===== src/rtl/mem_access.sv =====
// MEM stage: passes ALU results through and runs loads/stores as byte-serial
// accesses on the shared memctrl bus, stalling the pipeline until the access completes.
module mem_access #(
  parameter int unsigned ADDR_W   = 32,
  parameter int unsigned READ_LAT = 1
) (
  input  logic              clk,
  input  logic              rst,
  input  logic              rdy,
  input  logic [5:0]        stall,
  input  logic [4:0]        mac_wd,
  input  logic              mac_wreg,
  input  logic [31:0]       mac_wdata,
  input  logic [7:0]        mac_aluop,
  input  logic [31:0]       mac_mem_addr,
  input  logic [31:0]       mac_reg2,
  input  logic [31:0]       mac_pc,
  output logic              mc_req,
  output logic              mc_we,
  output logic [ADDR_W-1:0] mc_addr,
  output logic [7:0]        mc_wdata,
  input  logic              mc_gnt,
  input  logic [7:0]        mc_rdata,
  output logic [4:0]        mem_wd,
  output logic              mem_wreg,
  output logic [31:0]       mem_wdata,
  output logic              stallreq_mem
);

  localparam logic [7:0] ExeLbOp  = 8'hE0;
  localparam logic [7:0] ExeLhOp  = 8'hE1;
  localparam logic [7:0] ExeLwOp  = 8'hE3;
  localparam logic [7:0] ExeLbuOp = 8'hE4;
  localparam logic [7:0] ExeLhuOp = 8'hE5;
  localparam logic [7:0] ExeSbOp  = 8'hE8;
  localparam logic [7:0] ExeShOp  = 8'hE9;
  localparam logic [7:0] ExeSwOp  = 8'hEB;

  localparam logic [4:0] NopRegAddr = 5'd0;
  localparam logic       NoStop     = 1'b0;
  localparam logic [1:0] LatCnt     = 2'(READ_LAT);

  typedef enum logic [1:0] {StIdle, StReq, StWait, StDone} state_e;

  state_e      state_q, state_d;
  logic [2:0]  cnt_q, cnt_d;
  logic [1:0]  wcnt_q, wcnt_d;
  logic [31:0] buf_q, buf_d;

  logic        is_load, is_store, is_mem;
  logic [2:0]  nbytes;
  logic [31:0] load_ext;
  logic [4:0]  lane_sh;
  logic [31:0] wdata_sh, rdata_sh;

  logic              req_c, we_c, stall_c;
  logic [ADDR_W-1:0] addr_c;
  logic [7:0]        wbyte_c;

  logic unused_bits;
  assign unused_bits = ^{mac_pc, stall[5], stall[3:0]};

  always_comb begin
    is_load  = 1'b0;
    is_store = 1'b0;
    nbytes   = 3'd0;
    case (mac_aluop)
      ExeLbOp, ExeLbuOp: begin is_load  = 1'b1; nbytes = 3'd1; end
      ExeLhOp, ExeLhuOp: begin is_load  = 1'b1; nbytes = 3'd2; end
      ExeLwOp:           begin is_load  = 1'b1; nbytes = 3'd4; end
      ExeSbOp:           begin is_store = 1'b1; nbytes = 3'd1; end
      ExeShOp:           begin is_store = 1'b1; nbytes = 3'd2; end
      ExeSwOp:           begin is_store = 1'b1; nbytes = 3'd4; end
      default: ;
    endcase
  end
  assign is_mem = is_load | is_store;

  always_comb begin
    case (mac_aluop)
      ExeLbOp:  load_ext = {{24{buf_q[7]}}, buf_q[7:0]};
      ExeLbuOp: load_ext = {24'd0, buf_q[7:0]};
      ExeLhOp:  load_ext = {{16{buf_q[15]}}, buf_q[15:0]};
      ExeLhuOp: load_ext = {16'd0, buf_q[15:0]};
      default:  load_ext = buf_q;
    endcase
  end

  // Little-endian: byte cnt lives in bits [8*cnt +: 8] of both store data and buffer.
  assign lane_sh  = {cnt_q[1:0], 3'b000};
  assign wdata_sh = mac_reg2 >> lane_sh;
  assign rdata_sh = {24'd0, mc_rdata} << lane_sh;

  always_comb begin
    state_d = state_q;
    cnt_d   = cnt_q;
    wcnt_d  = wcnt_q;
    buf_d   = buf_q;
    req_c   = 1'b0;
    we_c    = 1'b0;
    addr_c  = '0;
    wbyte_c = 8'd0;
    stall_c = 1'b0;
    case (state_q)
      StIdle, StReq: begin
        // A fresh memory op presents its first byte in the same cycle it is seen.
        if (state_q == StReq || is_mem) begin
          req_c   = 1'b1;
          we_c    = is_store;
          addr_c  = mac_mem_addr[ADDR_W-1:0] + ADDR_W'(cnt_q);
          wbyte_c = wdata_sh[7:0];
          stall_c = 1'b1;
          state_d = StReq;
          if (mc_gnt) begin
            if (is_store) begin
              cnt_d = cnt_q + 3'd1;
              if (cnt_q + 3'd1 >= nbytes) state_d = StDone;
            end else begin
              state_d = StWait;
              wcnt_d  = 2'd1;
            end
          end
        end
      end
      StWait: begin
        stall_c = 1'b1;
        if (wcnt_q == LatCnt) begin
          buf_d   = buf_q | rdata_sh;
          cnt_d   = cnt_q + 3'd1;
          state_d = (cnt_q + 3'd1 < nbytes) ? StReq : StDone;
        end else begin
          wcnt_d = wcnt_q + 2'd1;
        end
      end
      StDone: begin
        if (stall[4] == NoStop) begin
          state_d = StIdle;
          cnt_d   = 3'd0;
          buf_d   = 32'd0;
        end
      end
      default: state_d = StIdle;
    endcase
  end

  always_ff @(posedge clk) begin
    if (rst) begin
      state_q <= StIdle;
      cnt_q   <= 3'd0;
      wcnt_q  <= 2'd0;
      buf_q   <= 32'd0;
    end else if (rdy) begin
      state_q <= state_d;
      cnt_q   <= cnt_d;
      wcnt_q  <= wcnt_d;
      buf_q   <= buf_d;
    end
  end

  always_comb begin
    mc_req       = req_c & rdy;
    mc_we        = we_c;
    mc_addr      = addr_c;
    mc_wdata     = wbyte_c;
    stallreq_mem = stall_c;
    mem_wd       = mac_wd;
    mem_wreg     = mac_wreg;
    mem_wdata    = mac_wdata;
    if (stall_c) begin
      mem_wd    = NopRegAddr;
      mem_wreg  = 1'b0;
      mem_wdata = 32'd0;
    end else if (state_q == StDone) begin
      mem_wreg  = mac_wreg & is_load;
      mem_wdata = is_load ? load_ext : 32'd0;
    end
    // Reset wins over any op still sitting on the mac_* inputs.
    if (rst) begin
      mc_req       = 1'b0;
      mc_we        = 1'b0;
      mc_addr      = '0;
      mc_wdata     = 8'd0;
      stallreq_mem = 1'b0;
      mem_wd       = NopRegAddr;
      mem_wreg     = 1'b0;
      mem_wdata    = 32'd0;
    end
  end

endmodule

===== config.mk =====
export PLATFORM = sky130hd
export DESIGN_NAME = mem_access
export DESIGN_NICKNAME = d
export VERILOG_FILES = /design/src/rtl/mem_access.sv
export SDC_FILE = /design/constraint.sdc
export NUM_CORES = 1
export LEC_CHECK = 0
export ABC_AREA = 1
export CORE_MARGIN = 3
export CORE_UTILIZATION = 38
export CTS_BUF_LIST = sky130_fd_sc_hd__clkbuf_2 sky130_fd_sc_hd__clkbuf_4 sky130_fd_sc_hd__clkbuf_8
export CTS_CLUSTER_DIAMETER = 30
export DETAILED_ROUTE_END_ITERATION = 8
export GPL_TIMING_DRIVEN = 1
export PLACE_DENSITY = 0.9
export SYNTH_ARGS = -nofsm -noshare
export SYNTH_HDL_FRONTEND = slang
export SYNTH_SLANG_ARGS = --single-unit

===== constraint.sdc =====
create_clock -name clk -period 2.2 [get_ports clk]
set_clock_uncertainty 0.05 [all_clocks]
set_input_delay 0.22 -clock clk [delete_from_list [all_inputs] [get_ports clk]]
set_output_delay 0.22 -clock clk [all_outputs]
set_load 0.02 [all_outputs]

# Word level (Yosys, flattened, before mapping)
# Index checks and enable logic that the tools add are counted.
# Widths: inputs -> output; s select.
[word_totals] output_inout_bits=81 in_bits=160 wordCells=97 regBits=39
[classes] muxes=49 shifts=2 reduce_logical=14 eq_ne=19 n_bitwise=4 add_sub_neg=3 order_cmp=2
[op_table] cell="$mux 32" count=9
[op_table] cell="$pmux 32 s4" count=1
[op_table] cell="$eq 8x8->1 const B" count=8
[op_table] cell="$pmux 32 s2" count=1
[op_table] cell="$add 32x3->32" count=1
[op_table] cell="$or 32x32->32" count=1
[op_table] cell="$shl 8x5->32" count=1
[op_table] cell="$shr 32x5->8" count=1
[op_table] cell="$mux 8" count=3
[op_table] cell="$mux 2" count=11
[op_table] cell="$pmux 3 s3" count=2
[op_table] cell="$mux 3" count=5
[op_table] cell="$ne 2x2->1 const B" count=7
[op_table] cell="$mux 1" count=12
[op_table] cell="$reduce_and 6->1" count=2
[op_table] cell="$mux 5" count=2
[op_table] cell="$reduce_or 3->1" count=3
[op_table] cell="$reduce_and 4->1" count=2
[op_table] cell="$pmux 2 s3" count=1
[op_table] cell="$reduce_or 5->1" count=1
[op_table] cell="$eq 2x1->1 const B" count=2
[op_table] cell="$eq 2x2->1 const B" count=2
[op_table] cell="$pmux 2 s2" count=1
[op_table] cell="$reduce_bool 2->1" count=2
[op_table] cell="other kinds (10)" count=12

# Depth between registers and ports, before layout
# Gate-level depths: netlist of the first run.
[logic_depth] word_depth=9 depth_mapped=12 mapped_depth_nobuf=11

# Least setup slack after synthesis of the first run
# Ideal clock, no wire load.
[synth_path] path_type="flip-flop to output port" from="register cnt_q[0]" to="output mc_addr[12]" arrival_time_ps=1922 setup_slack_ps=8 n_path_buf=0 required_time_ps=1930 path_stages_with_launch=10 path_cell_list="dfxtp_1 ha_1 fa_1 nand2_1 a21oi_4 nand3_2 nor2_1 inv_1 o21ai_0 nor3b_1"
[synth_via] elab_chain_cells=4
[synth_lines] item="start: declaration" line_no="46" text="logic [2:0] cnt_q, cnt_d;"
[synth_lines] item="start signal: assignment" line_no="154" text="cnt_q <= cnt_d;"
[synth_lines] item="$add 32x3->32" line_no="110" text="addr_c = mac_mem_addr[ADDR_W-1:0] + ADDR_W'(cnt_q);"
[synth_lines] item="$mux 32" line_no="107" text="if (state_q == StReq || is_mem) begin"
[synth_lines] item="$mux 32" line_no="104" text="case (state_q)"
[synth_lines] item="$mux 32" line_no="178" text="if (rst) begin"
[synth_lines] item="end: declaration" line_no="20" text="output logic [ADDR_W-1:0] mc_addr,"
# No other way between the ends.

# Final worst setup path of the first run
[layout_path] from="register cnt_q[2]" to="output mc_addr[29]"
# The elaborated chain is that of the path after synthesis.

==> impl_metrics.yaml, run 1 <==
outcome:
  failed_checks: "negative setup slack"
  outcome: "complete, but fails checks"
floorplanning:
  io_pins: 241
  row_count: 35
  coreArea_um2: 9415
  fp.dieArea_um2: 11140
  die_w_um: 105.6
  initial_core_util_pct: 40.00
  die_h_um: 105.6
synth:
  async_flop_share_pct: 0
  syn_area_per_cell_um2: 5.839
  synth-main-ff-cell: "dfxtp_1"
  yosys_warnings: 0
  synthDistinctLibCells: 41
  syn_inst: 645
  syn_area_um2: 3766
  synth_seq_cells: 39
  synthesis.nets: 814
  synth_edf_count: 0
  seq_area_frac_synth_pct: 20.73
power_and_ir_drop:
  ir_worst_vdd_mv: 0.2199
  p_comb_share_pct: 40.1
  switching_share_pct: 33.23
  pwr-share-clk_pct: 27.9
  p_leak_nw: 3.342
  intPower_mw: 1.492
  p_total_mw: 2.235
  power_density_nw_per_um2: 306.7
  seqPwrFrac_pct: 32.0
  p_sw_uw: 742.8
worst_setup_path:
  critPathMaxFanout: 4
  reg2reg_from: "cnt_q[0]"
  cp_data_arrival_time_ns: 2.24
  cp.required_ns: 1.93
  r2r_cells: 10
  start_kind: "flip-flop"
  cp-end-kind: "output pin"
  cp-startpoint: "cnt_q[2]"
  critPathKind: "reg2out"
grt:
  grt_pass1_vias: 5478
  grt_max_degree: 36
  grt_remaining_overflow: 0
  grt_pass1_wl_um: 25830
  groute.usage.overall_pct: 27.85
  antenna_found_initial: 0
clock_tree:
  clock-sinks: 39
  cts_hold_buf: 0
  clk_pin_slew_ns: 0.08
  numCtsBuffers: 5
  cts_root_buf: "clkbuf_8"
  cts_htree_levels: 2
  clock_path_buffers: 2
  cts_tree: "built"
  clkLatencyLatePin_ns: 0.30
timing:
  period_needed_ns: 2.511
  rsz0062_at_grt: "yes"
  setup_viol: 34
  tightest_slew_ns: 0.4174
  fmax_mhz: 398.2
  slew_headroom_pct: 71.94
  slew_violations: 0
  hold_viol_final: 0
  period_share_pct: 114.1
  fin_setup_tns_ns: -5.372
  setup_ws_ns: -0.3113
min_path:
  min-delay-start: "buf_q[12]"
  min-delay-path-class: "reg2reg"
  holdPathStages: 2
finish:
  final_area_um2: 7287
  n_fill_cell: 593
  diodes: 0
  drive_above_1_share_pct: 33.37
  area_growth_syn_to_layout_pct: 93.49
  finalCoreUtilization_pct: 77.40
  fin_nets: 1124
job:
  max-cap-violations: 0
detailed_routing:
  via_count: 5995
  final_antenna_net_count: 0
  firstDrtPassIters: 5
  drc_errors: 0
  drt_iter0_drc: 502
  viasPerCell: 5.525
  avgRoutedWirePerCell_um: 17.70
  wirelength_um: 19200
place:
  gp_congestion: 0.9543
  dp_hpwl_um: 12120
  placed_area_um2: 6625
  port_buffers: 203
  pre_cts_ws_ns: -0.8155
[worst paths after layout]
| path | to | slack (ns) |
|---|---|---|
| max | mc_addr[29] | -0.31 |
| min | buf_q[12] | 0.41 |
| max reg2reg | state_q[1] | -0.13 |
| min reg2reg | buf_q[12] | 0.41 |
[cells by family after synthesis]
| logic type | count (synthesis) | synth area share (%) |
|---|---|---|
| AO/OA/AOI/OAI | 143 | 22.96 |
| AND/OR/NAND/NOR | 335 | 38.37 |
| XOR/XNOR | 9 | 2.093 |
| flip-flops | 39 | 20.73 |
| adder cells (fa/ha/maj) | 9 | 3.189 |
| buffers and inverters | 110 | 12.66 |
[critical path: stages (launching register included)]
cell and delay (ns):
dfxtp_4 0.37, ha_4 0.30, buf_6 0.11, a21oi_4 0.06
nand2_4 0.10, nand2_4 0.09, buf_6 0.14, nor2_4 0.10
nand4_1 0.11, o21ai_1 0.19, nand2_1 0.09, nor2_2 0.14
buf_6 0.14
[power by group through the flow]
stage                     Clock [mW]  Sequential (mW)  Combinational, mW
after floorplan                    0            0.730              0.321
after global placement             0            0.732              0.804
after detailed placement           0            0.732              0.820
after CTS                      0.608            0.714              0.813
after global routing           0.649            0.715              0.949
final                          0.625            0.714              0.896
[cells in the mapped netlist (5+ instances only)]
| library cell | count | area (µm²) |
|---|---|---|
| nor2_1 | 149 | 559.3 |
| dfxtp_1 | 39 | 780.8 |
| a21oi_2 | 10 | 87.58 |
| buf_6 | 7 | 78.83 |
| nor2_4 | 5 | 56.30 |
| nand2_1 | 117 | 439.2 |
| clkbuf_1 | 12 | 45.04 |
| nand4_1 | 8 | 50.05 |
| buf_2 | 9 | 45.04 |
| xor2_1 | 8 | 70.07 |
| nor3_1 | 16 | 80.08 |
| inv_2 | 5 | 18.77 |
| a21oi_1 | 63 | 315.3 |
| nor2_2 | 5 | 31.28 |
| ha_1 | 8 | 100.1 |
| nand3_1 | 21 | 105.1 |
| inv_1 | 75 | 281.5 |
| o21ai_0 | 32 | 160.2 |
| o211ai_1 | 17 | 127.6 |
| a22oi_1 | 8 | 60.06 |
[state kept, by name, indices dropped and copies added (netlist names)]
| register | flops |
|---|---|
| state_q | 2 |
| buf_q | 32 |
| cnt_q | 3 |
| wcnt_q | 2 |
[through the flow]
step / std cells / hold WS, ns
floorplan: 645 / 0.2391
global route: 1085 / 0.4348
detailed placement: 1048 / 0.3937
finish: 1085 / 0.4110
CTS: 1064 / 0.4050
global placement: 1048 / 0.3878
[cells in the final DEF, fill, tap and decap left out, types with 4 or more instances in the layout]
cell type and n:
buf_4 127, dfxtp_1 35, nand2_4 5, inv_1 71
a21oi_1 59, nor3_4 7, clkdlybuf4s50_1 112, ha_1 5
nand2_1 102, nand4_1 8, o21ai_0 28, a22oi_1 8
nand3_1 12, nand2_2 14, nor3_1 8, dlygate4sd2_1 24
buf_2 12, nand3_4 5, o211ai_1 17, clkbuf_2 21
nor2_4 17, xor2_1 6, a21oi_2 13, clkbuf_8 5
o21ai_1 4, nor2_1 125, inv_2 8, buf_6 23
nand3_2 5, buf_12 7, nor2_2 17
[repair_timing]
action / in CTS / in global routing
gates cloned: 1 / 1
pin swaps: 39 / 45
setup buffers: 9 / 21
endpoints found under the setup margin: 82 / 79
gates resized for setup: 296 / 152
[final cells by class]
type	count	area [µm²]	area share [%]
clock buffer	5	68.82	0.9444
clock inverter	3	43.79	0.6010
inverter	82	310.3	4.258
multi-input combinational	496	2980	40.90
sequential	39	790.8	10.85
tap	129	161.4	2.215
timing repair buffer	331	2932	40.23
[per-layer routing]
| metal | global-route usage [%] | routed length [µm] | vias to the layer above |
|---|---|---|---|
| met3 | 5.021 | 1544 | 125 |
| met4 | 11.19 | 1295 | 0 |
| met5 | 0 | 0 | - |
| li1 | - | - | 2717 |
| met2 | 52.23 | 9663 | 398 |
| met1 | 30.70 | 6699 | 2755 |
Power figures use the tool's default switching activity.
==> inputs of run 2 (changes only) <==
Settings changed: CORE_UTILIZATION 38 to 41, PLACE_DENSITY 0.9 to 0.95.
Clock period 2.2 ns to 3.25 ns, I/O delays scaled along.
==> run 2 against run 1 <==
The flow now finishes without violations; first-iteration DRC count shrank 44%; power shrank 41%; cell area shrank 17%; clock power shrank 47%; critical endpoint is now mc_addr[15]; largest cell class unchanged; largest power group unchanged; highest routed layer unchanged.
==> impl_metrics.yaml, run 2 (synthesis results as in run 1) <==
job:
  max-cap-violations: 0
timing:
  hold_viol_final: 0
  slew_headroom_pct: 52.26
  setup_viol: 0
  slew_violations: 0
  fmax_mhz: 321.2
  period_needed_ns: 3.113
  period_share_pct: 95.79
  tightest_slew_ns: 0.7144
finish:
  area_growth_syn_to_layout_pct: 61.56
  diodes: 0
  final_cell_mix: "clkdlybuf4s50_1 (186), nor2_1 (147), nand2_1 (117)"
  final_cell_count_no_fill: 954
  largest_reg_flops: 32
  largest-register: "buf_q"
  final_common_cell: "clkdlybuf4s50_1"
  top_regs: "buf_q: 32 flops, cnt_q: 3 flops"
  drive_above_1_share_pct: 7.920
  fin_nets: 1014
  final_area_um2: 6085
  finalCoreUtilization_pct: 69.10
power_and_ir_drop:
  seqPwrFrac_pct: 36.9
  ir_worst_vdd_mv: 0.1984
  p_comb_share_pct: 37.8
  p_total_mw: 1.314
  p_sw_uw: 415.5
  intPower_uw: 898.9
  p_leak_nw: 2.791
  pwr-share-clk_pct: 25.2
  switching_share_pct: 31.61
  power_density_nw_per_um2: 216.0
floorplanning:
  fp.dieArea_um2: 10370
  io_pins: 241
  initial_core_util_pct: 42.77
  die_w_um: 101.8
  coreArea_um2: 8806
  die_h_um: 101.8
  row_count: 34
clock_tree:
  cts_hold_buf: 0
  cts_root_buf: "clkbuf_8"
  clk_pin_slew_ns: 0.07
  clkLatencyLatePin_ns: 0.30
  clock_path_buffers: 2
  post_cts_buffers: 0
  numCtsBuffers: 5
  clock-sinks: 39
  cts_htree_levels: 2
  cts_tree: "built"
min_path:
  min-delay-start: "buf_q[11]"
  min-delay-path-class: "reg2reg"
  holdPathEnd: "buf_q[11]"
  holdPathStages: 2
detailed_routing:
  drc_errors: 0
  via_count: 4952
  wirelength_um: 13740
  final_antenna_net_count: 0
  drt_iter0_drc: 282
  viasPerCell: 5.191
  firstDrtPassIters: 5
  avgRoutedWirePerCell_um: 14.40
place:
  dp_hpwl_um: 10670
  placed_area_um2: 5928
  gp_congestion: 0.9394
  placedCellCount: 946
  port_buffers: 203
worst_setup_path:
  critPathKind: "in2out"
  start_kind: "input port"
  cpMostUsedCell: "clkdlybuf4s50_1"
  r2r_cells: 10
  slowest_delay_ns: 0.55
  crit_path_cell_trace: "clkdlybuf4s50_1 -> inv_1 -> o211ai_2 -> o21ai_0 -> o21ai_2 -> inv_2 -> nand2_1 -> nor2_1 -> clkdlybuf4s50_1"
  reg2reg_from: "cnt_q[1]"
  cp.required_ns: 2.87
  cp-end-kind: "output pin"
  rr_endpoint: "state_q[1]"
  critPathMaxFanout: 10
  cp_data_arrival_time_ns: 2.74
  crit_slowest_cell: "clkdlybuf4s50_1"
  r2r_slack_ns: 0.94
grt:
  grt_pass1_wl_um: 20850
  antenna_found_initial: 0
  grt_max_degree: 39
  grt_pass1_vias: 4572
  groute.usage.overall_pct: 24.65
  grt_remaining_overflow: 0
outcome:
  outcome: "finished clean"
==> run 2: power by group through the flow <==
stage	Clock, mW	Combinational, mW	Sequential (mW)
6_report	0.332	0.497	0.485
5_1_grt	0.354	0.535	0.486
4_1_cts	0.331	0.495	0.485
3_5_place_dp	0	0.492	0.496
3_3_place_gp	0	0.485	0.496
2_1_floorplan	0	0.217	0.494
==> run 2: how the worst max path moves through the flow <==
| stage | endpoint | startpoint | cells after the start | slack [ns] |
|---|---|---|---|---|
| 2_1_floorplan | mc_addr[12] | cnt_q[0] | 9 | 0.95 |
| 3_3_place_gp | mc_addr[31] | mac_mem_addr[2] | 11 | 0.02 |
| 3_5_place_dp | mem_wdata[17] | mac_aluop[2] | 5 | -0.006 |
| 4_1_cts | mc_addr[27] | mac_mem_addr[1] | 11 | 0.01 |
| 5_1_grt | mc_addr[18] | mac_mem_addr[0] | 10 | -0.01 |
| 6_report | mc_addr[15] | mac_aluop[1] | 9 | 0.14 |
==> run 2: critical path, delay by kind of cell <==
family	cells	cell delay, ns
buf+inv	4	1.34
simple gates	2	0.16
compound gates	3	0.91
==> run 2: timing repair <==
item / CTS / global route
resized for setup: 2 / 21
pin swaps: 0 / 0
setup endpoints to repair: 2 / 51
==> run 2: routing by layer <==
layer	part of all wire (%)	GRT usage (%)	wire, µm	up-vias
met1	40	29.73	5479	2221
li1	-	-	-	2495
met5	0	0	0	-
met3	7.3	4.437	1003	31
met2	50	44.47	6899	205
met4	2.6	7.568	354	0
==> run 2: layout make-up <==
cell class                      instances  area [µm²]
Fill cell                             688        2721
Multi-Input combinational cell        496        2537
Timing Repair Buffer                  221        2235
Sequential cell                        39       780.7
Inverter                               82       307.8
Tap cell                              108       135.1
Clock buffer                            6       76.32
Clock inverter                          2       12.51
==> run 2: stage by stage <==
stage                     hold WS (ns)  setup TNS, ns  setup WS (ns)
after detailed placement        0.3955      -0.007647      -0.006226
after CTS                       0.4059              0        0.01058
final                           0.4117              0         0.1367
after global routing            0.4399       -0.01331       -0.01318
after global placement          0.3905              0        0.01682
after floorplan                 0.3441              0         0.9533
